[src/rtl/mem_arbiter.sv]
// rtl/mem_arbiter.sv - three-way burst arbiter for the external memory port (round-robin with MEM_ARB_RR_EN)
module mem_arbiter #(
    parameter int ADDR_W    = 26,
    parameter int DATA_W    = 32,
    parameter int BURST_LEN = 4
) (
    input  logic              clk,
    input  logic              rst,
    input  logic              ic_rd_req,
    input  logic [ADDR_W-1:0] ic_rd_addr,
    output logic              ic_rd_gnt,
    output logic              ic_rd_valid,
    output logic              ic_rd_last,
    input  logic              dc_rd_req,
    input  logic [ADDR_W-1:0] dc_rd_addr,
    output logic              dc_rd_gnt,
    output logic              dc_rd_valid,
    output logic              dc_rd_last,
    output logic [DATA_W-1:0] rd_data,
    input  logic              dc_wr_req,
    input  logic [ADDR_W-1:0] dc_wr_addr,
    input  logic [DATA_W-1:0] dc_wr_data,
    output logic              dc_wr_gnt,
    output logic              dc_wr_ready,
    output logic              dc_wr_done,
    output logic              mem_cmd_valid,
    output logic              mem_cmd_we,
    output logic [ADDR_W-1:0] mem_cmd_addr,
    input  logic              mem_cmd_ready,
    input  logic              mem_rvalid,
    input  logic [DATA_W-1:0] mem_rdata,
    output logic              mem_wvalid,
    output logic [DATA_W-1:0] mem_wdata,
    input  logic              mem_wready
);

    localparam int CNT_W = (BURST_LEN > 1) ? $clog2(BURST_LEN) : 1;
    localparam logic [CNT_W-1:0] LAST_CNT = CNT_W'(BURST_LEN - 1);

    typedef enum logic [1:0] {IDLE, CMD, RD_DATA, WR_DATA} state_t;
    typedef enum logic [1:0] {OWN_NONE, OWN_IC_RD, OWN_DC_RD, OWN_DC_WR} owner_t;

    state_t            state, state_next;
    owner_t            owner;
    owner_t            win;
    logic [CNT_W-1:0]  cnt;
    logic [ADDR_W-1:0] addr_q;
    logic              we_q;
    logic [2:0]        gnt_q;
    logic              done_q;
    logic [ADDR_W-1:0] win_addr;
    logic              at_last;
    logic              rd_beat;

`ifdef MEM_ARB_RR_EN
    owner_t ptr;

    // Search starts just after the last-granted requester.
    always_comb begin
        win = OWN_NONE;
        case (ptr)
            OWN_IC_RD: begin
                if (dc_rd_req)      win = OWN_DC_RD;
                else if (dc_wr_req) win = OWN_DC_WR;
                else if (ic_rd_req) win = OWN_IC_RD;
            end
            OWN_DC_RD: begin
                if (dc_wr_req)      win = OWN_DC_WR;
                else if (ic_rd_req) win = OWN_IC_RD;
                else if (dc_rd_req) win = OWN_DC_RD;
            end
            default: begin
                if (ic_rd_req)      win = OWN_IC_RD;
                else if (dc_rd_req) win = OWN_DC_RD;
                else if (dc_wr_req) win = OWN_DC_WR;
            end
        endcase
    end

    always_ff @(posedge clk) begin
        if (rst)
            ptr <= OWN_DC_WR;
        else if (state == IDLE && win != OWN_NONE)
            ptr <= win;
    end
`else
    always_comb begin
        win = OWN_NONE;
        if (dc_wr_req)      win = OWN_DC_WR;
        else if (dc_rd_req) win = OWN_DC_RD;
        else if (ic_rd_req) win = OWN_IC_RD;
    end
`endif

    always_comb begin
        win_addr = ic_rd_addr;
        if (win == OWN_DC_WR)      win_addr = dc_wr_addr;
        else if (win == OWN_DC_RD) win_addr = dc_rd_addr;
    end

    assign at_last = (cnt == LAST_CNT);
    assign rd_beat = (state == RD_DATA) && mem_rvalid;

    always_comb begin
        state_next = state;
        case (state)
            IDLE:    if (win != OWN_NONE) state_next = CMD;
            CMD:     if (mem_cmd_ready) state_next = we_q ? WR_DATA : RD_DATA;
            RD_DATA: if (mem_rvalid && at_last) state_next = IDLE;
            WR_DATA: if (mem_wready && at_last) state_next = IDLE;
            default: state_next = IDLE;
        endcase
    end

    always_ff @(posedge clk) begin
        if (rst) begin
            state  <= IDLE;
            owner  <= OWN_NONE;
            cnt    <= '0;
            addr_q <= '0;
            we_q   <= 1'b0;
            gnt_q  <= 3'b000;
            done_q <= 1'b0;
        end else begin
            state  <= state_next;
            gnt_q  <= 3'b000;
            done_q <= 1'b0;
            case (state)
                IDLE: begin
                    if (win != OWN_NONE) begin
                        owner  <= win;
                        addr_q <= win_addr;
                        we_q   <= (win == OWN_DC_WR);
                        gnt_q  <= {win == OWN_DC_WR, win == OWN_DC_RD, win == OWN_IC_RD};
                    end
                end
                CMD: if (mem_cmd_ready) cnt <= '0;
                RD_DATA: begin
                    if (mem_rvalid) begin
                        cnt <= at_last ? '0 : cnt + 1'b1;
                        if (at_last) owner <= OWN_NONE;
                    end
                end
                WR_DATA: begin
                    if (mem_wready) begin
                        cnt <= at_last ? '0 : cnt + 1'b1;
                        if (at_last) begin
                            owner  <= OWN_NONE;
                            done_q <= 1'b1;
                        end
                    end
                end
                default: ;
            endcase
        end
    end

    assign ic_rd_gnt     = gnt_q[0];
    assign dc_rd_gnt     = gnt_q[1];
    assign dc_wr_gnt     = gnt_q[2];
    assign dc_wr_done    = done_q;

    assign mem_cmd_valid = (state == CMD);
    assign mem_cmd_we    = (state == CMD) && we_q;
    assign mem_cmd_addr  = (state == CMD) ? addr_q : '0;

    // Read beats pass straight through to whichever reader owns the burst.
    assign ic_rd_valid   = rd_beat && (owner == OWN_IC_RD);
    assign dc_rd_valid   = rd_beat && (owner == OWN_DC_RD);
    assign ic_rd_last    = ic_rd_valid && at_last;
    assign dc_rd_last    = dc_rd_valid && at_last;
    assign rd_data       = (state == RD_DATA) ? mem_rdata : '0;

    assign mem_wvalid    = (state == WR_DATA);
    assign mem_wdata     = (state == WR_DATA) ? dc_wr_data : '0;
    assign dc_wr_ready   = (state == WR_DATA) && mem_wready;

endmodule
[config.mk]
export PLATFORM = sky130hd
export DESIGN_NAME = mem_arbiter
export DESIGN_NICKNAME = d
export VERILOG_FILES = /design/src/rtl/mem_arbiter.sv
export SDC_FILE = /design/constraint.sdc
export NUM_CORES = 1
export LEC_CHECK = 0
export CAP_MARGIN = 15
export CELL_PAD_IN_SITES_DETAIL_PLACEMENT = 1
export CELL_PAD_IN_SITES_GLOBAL_PLACEMENT = 1
export CORE_MARGIN = 4
export CORE_UTILIZATION = 20
export CTS_BUF_LIST = sky130_fd_sc_hd__clkbuf_16
export DETAILED_ROUTE_END_ITERATION = 12
export GPL_TIMING_DRIVEN = 0
export PLACE_DENSITY = 0.85
export SKIP_LAST_GASP = 1
export SYNTH_ARGS = -nofsm -noshare
export SYNTH_HDL_FRONTEND = slang
export SYNTH_SLANG_ARGS = --single-unit
export TNS_END_PERCENT = 1
[constraint.sdc]
create_clock -name clk -period 2.4 [get_ports clk]
set_input_delay 0.36 -clock clk [delete_from_list [all_inputs] [get_ports clk]]
set_output_delay 0.36 -clock clk [all_outputs]
set_load 0.005 [all_outputs]
==> flow_summary.yaml <==
critical_path:
  cp_slowest_stage_delay_ps: 550
  start_kind: "register"
  cp_cell_sequence: "buf_4, and2b_2, clkbuf_4, nand2_1, nor2_1, clkdlybuf4s50_1"
  critPathTopFamily: "buffers and inverters"
  cp_slowest_cell: "clkdlybuf4s50_1"
  regToRegSetupSlack_ps: 920
  required_ps: 2040
  cp_max_fo: 10
  path_class: "register to output port"
  end_kind: "output port"
  worst_ep_arrival_time_ps: 1980
  path_buf_inv: 3
worst_hold_path:
  hold_class: "register to register"
route:
  route.detailed.drc: 0
  drt_pass1_iterations: 4
  met1_length_um: 4940
  drt-total-wl_um: 12700
  drtIter0Drc: 85
  via_per_inst: 4.43
  dr_wl_met3_um: 1080
  top_layer: "met5"
  vias: 3298
  wl_met2_um: 6540
  wl_per_cell_um: 17.1
  ant_nets: 0
floorplanning:
  die-area_sq_um: 14400
  die_w_um: 120
  die_h_um: 120
  start_util_pct: 20.7
  io_pins: 252
  rows: 40
  core-area_sq_um: 12200
synthesis:
  synth.net_count: 468
  synth_compound_area_share_pct: 17.6
  synth_top_area_cell: "dfxtp_1"
  synth_cells: 316
  netlist_top_cells_area: "dfxtp_1 (29%), and2_1 (15%), mux2i_1 (12%), a22o_1 (9.4%), and3_1 (8.7%)"
  synth_top_family_by_area: "simple AND/OR/NAND/NOR gates"
  yosysSeqAreaShare_pct: 29.5
  synth_mux_area_share_pct: 11.5
  synth_top_area_share_pct: 29.5
  synth_xor_area_share_pct: 0
  yosysWarnings: 0
  syn_area_sq_um: 2510
  ys_types: 31
  synthAdderAreaFrac_pct: 0.996
  synth_seq_cells: 37
  synthSimpleGateAreaFrac_pct: 33.9
  syn-mean-instance-area_sq_um: 7.95
sta:
  final-setup-viol-count: 0
  finalCritPeriodShare_pct: 97.4
  finalCriticalPeriod_ps: 2340
  hold_viol_final: 0
  slew_headroom_pct: 69.0
  maxSlewViolCount: 0
  fin_setup_tns_ps: 0
  rsz0062_at_grt: "true"
  finalWorstSetupSlack_ps: 63.4
  worst_pin_slew_ps: 464
  skew_ps: 3.23
  fmax_ghz: 0.428
power_and_ir_drop:
  fin_total_pwr_mw: 2.09
  ir_drop_mv: 0.337
  leakagePower_nw: 2.30
  p_per_area_nw_per_um2: 386
grt:
  grt_max_degree: 12
  grt_overflow: 0
  antenna_found_initial: 1
  grtUsageTotal_pct: 16.7
  grt_pass1_wl_um: 19300
  grt_pass1_vias: 3544
clock_network:
  postCtsHoldBufs: 0
  cts_tree: "built"
  clk_pin_slew_ps: 50
  cts_root_buf: "clkbuf_16"
  clockBufferDepth: 2
  clock_sinks: 37
  cts_made_buffers: 5
  h-tree-depth: 2
  clk_latency_ps: 270
placement:
  placedInstanceArea_sq_um: 5230
  dpl.hpwl_um: 10900
  dp_slack_ps: -144
  gp_congestion: 0.784
  port_buffers: 250
cells_and_area:
  nets: 727
  fill_cells: 1443
  syn_to_final_growth_pct: 116
  fin_area_sq_um: 5420
  final_common_cell: "clkdlybuf4s50_1"
  diodes: 0
  utilization_pct: 44.6
  drive_above_1_share_pct: 6.94
  final_cell_mix: "clkdlybuf4s50_1 (250), and2_1 (61), dfxtp_1 (37), and3_1 (35), nand2_1 (30)"
job:
  drv_cap: 0
status:
  outcome: "complete, no violations"
## through the flow
stage	hold slack, ps	std cells
2_1_floorplan	429	316
3_3_place_gp	450	734
3_5_place_dp	457	734
4_1_cts	473	742
5_1_grt	493	744
6_report	466	744
## repair_timing
item | 4_1_cts | 5_1_grt
hold endpoints to repair | 0 | 0
setup buffers | 0 | 2
gates resized for setup | 11 | 24
endpoints found under the setup margin | 89 | 80
## sequential cells by signal, indices dropped and copies added (netlist names)
name	count
owner	2
addr_q	26
we_q	1
gnt_q	3
state	2
cnt	2
dc_wr_done	1
## cell type report
cell class                      count  area (sq um)  area share [%]
Clock inverter                      3          13.8           0.254
Sequential cell                    37           741            13.7
Tap cell                          168           210            3.88
Multi-Input combinational cell    244          1610            29.7
Inverter                            3          11.3           0.208
Timing Repair Buffer              252          2520            46.4
Clock buffer                        5           125            2.31
Buffer                             32           191            3.53
## cell usage after synthesis
cell / instances
buf_1: 1
inv_1: 2
nand2b_1: 2
nand3_1: 2
or3_1: 1
a22o_1: 27
nand3b_1: 2
o31a_1: 1
nor2_1: 6
nand2_1: 30
a21oi_1: 4
clkbuf_1: 16
nor2b_1: 3
inv_2: 1
o21ai_0: 29
nor3b_1: 1
o32ai_1: 1
ha_1: 2
nor4_2: 1
o311ai_0: 1
dfxtp_1: 37
o211ai_1: 2
buf_2: 13
and2b_1: 1
and3_1: 35
nor3_2: 1
and2_1: 61
mux2i_1: 29
or4_1: 1
and3b_1: 1
buf_6: 2
## worst reg2reg max path: cells and delay by family (launching register included)
| family | cells | cell delay (ps) |
|---|---|---|
| flip-flops | 1 | 320 |
| AO/OA/AOI/OAI | 1 | 190 |
| AND/OR/NAND/NOR | 1 | 410 |
| buffers and inverters | 2 | 500 |
## cells by family (layout without fill, tap and decap cells)
family,after synthesis,in the layout
flip-flops,37,37
buffers and inverters,35,295
multiplexers,29,29
adder cells (fa/ha/maj),2,2
AO/OA/AOI/OAI,65,65
AND/OR/NAND/NOR,148,148
## where the power goes
| group | total [mW] | internal [mW] | switching (mW) |
|---|---|---|---|
| Sequential | 0.706 | 0.676 | 0.0304 |
| Combinational | 0.767 | 0.477 | 0.289 |
| Clock | 0.618 | 0.377 | 0.241 |
## layer usage
metal / track usage [%] / up-vias
met1: 17.9 / 1496
met3: 5.47 / 20
met4: 3.01 / 2
met5: 0 / -
li1: - / 1618
met2: 32.0 / 162
## path summary, 6_finish.rpt
kind | startpoint | to | cells after the start
worst max register to register | state[1]$_SDFFE_PP0P_ | addr_q[24]$_SDFFE_PP0P_ | 4
worst min register to register | addr_q[10]$_SDFFE_PP0P_ | addr_q[10]$_SDFFE_PP0P_ | 1
worst max-delay path | state[1]$_SDFFE_PP0P_ | ic_rd_valid | 6
worst min-delay path | addr_q[10]$_SDFFE_PP0P_ | addr_q[10]$_SDFFE_PP0P_ | 1
Power figures use the tool's default switching activity.
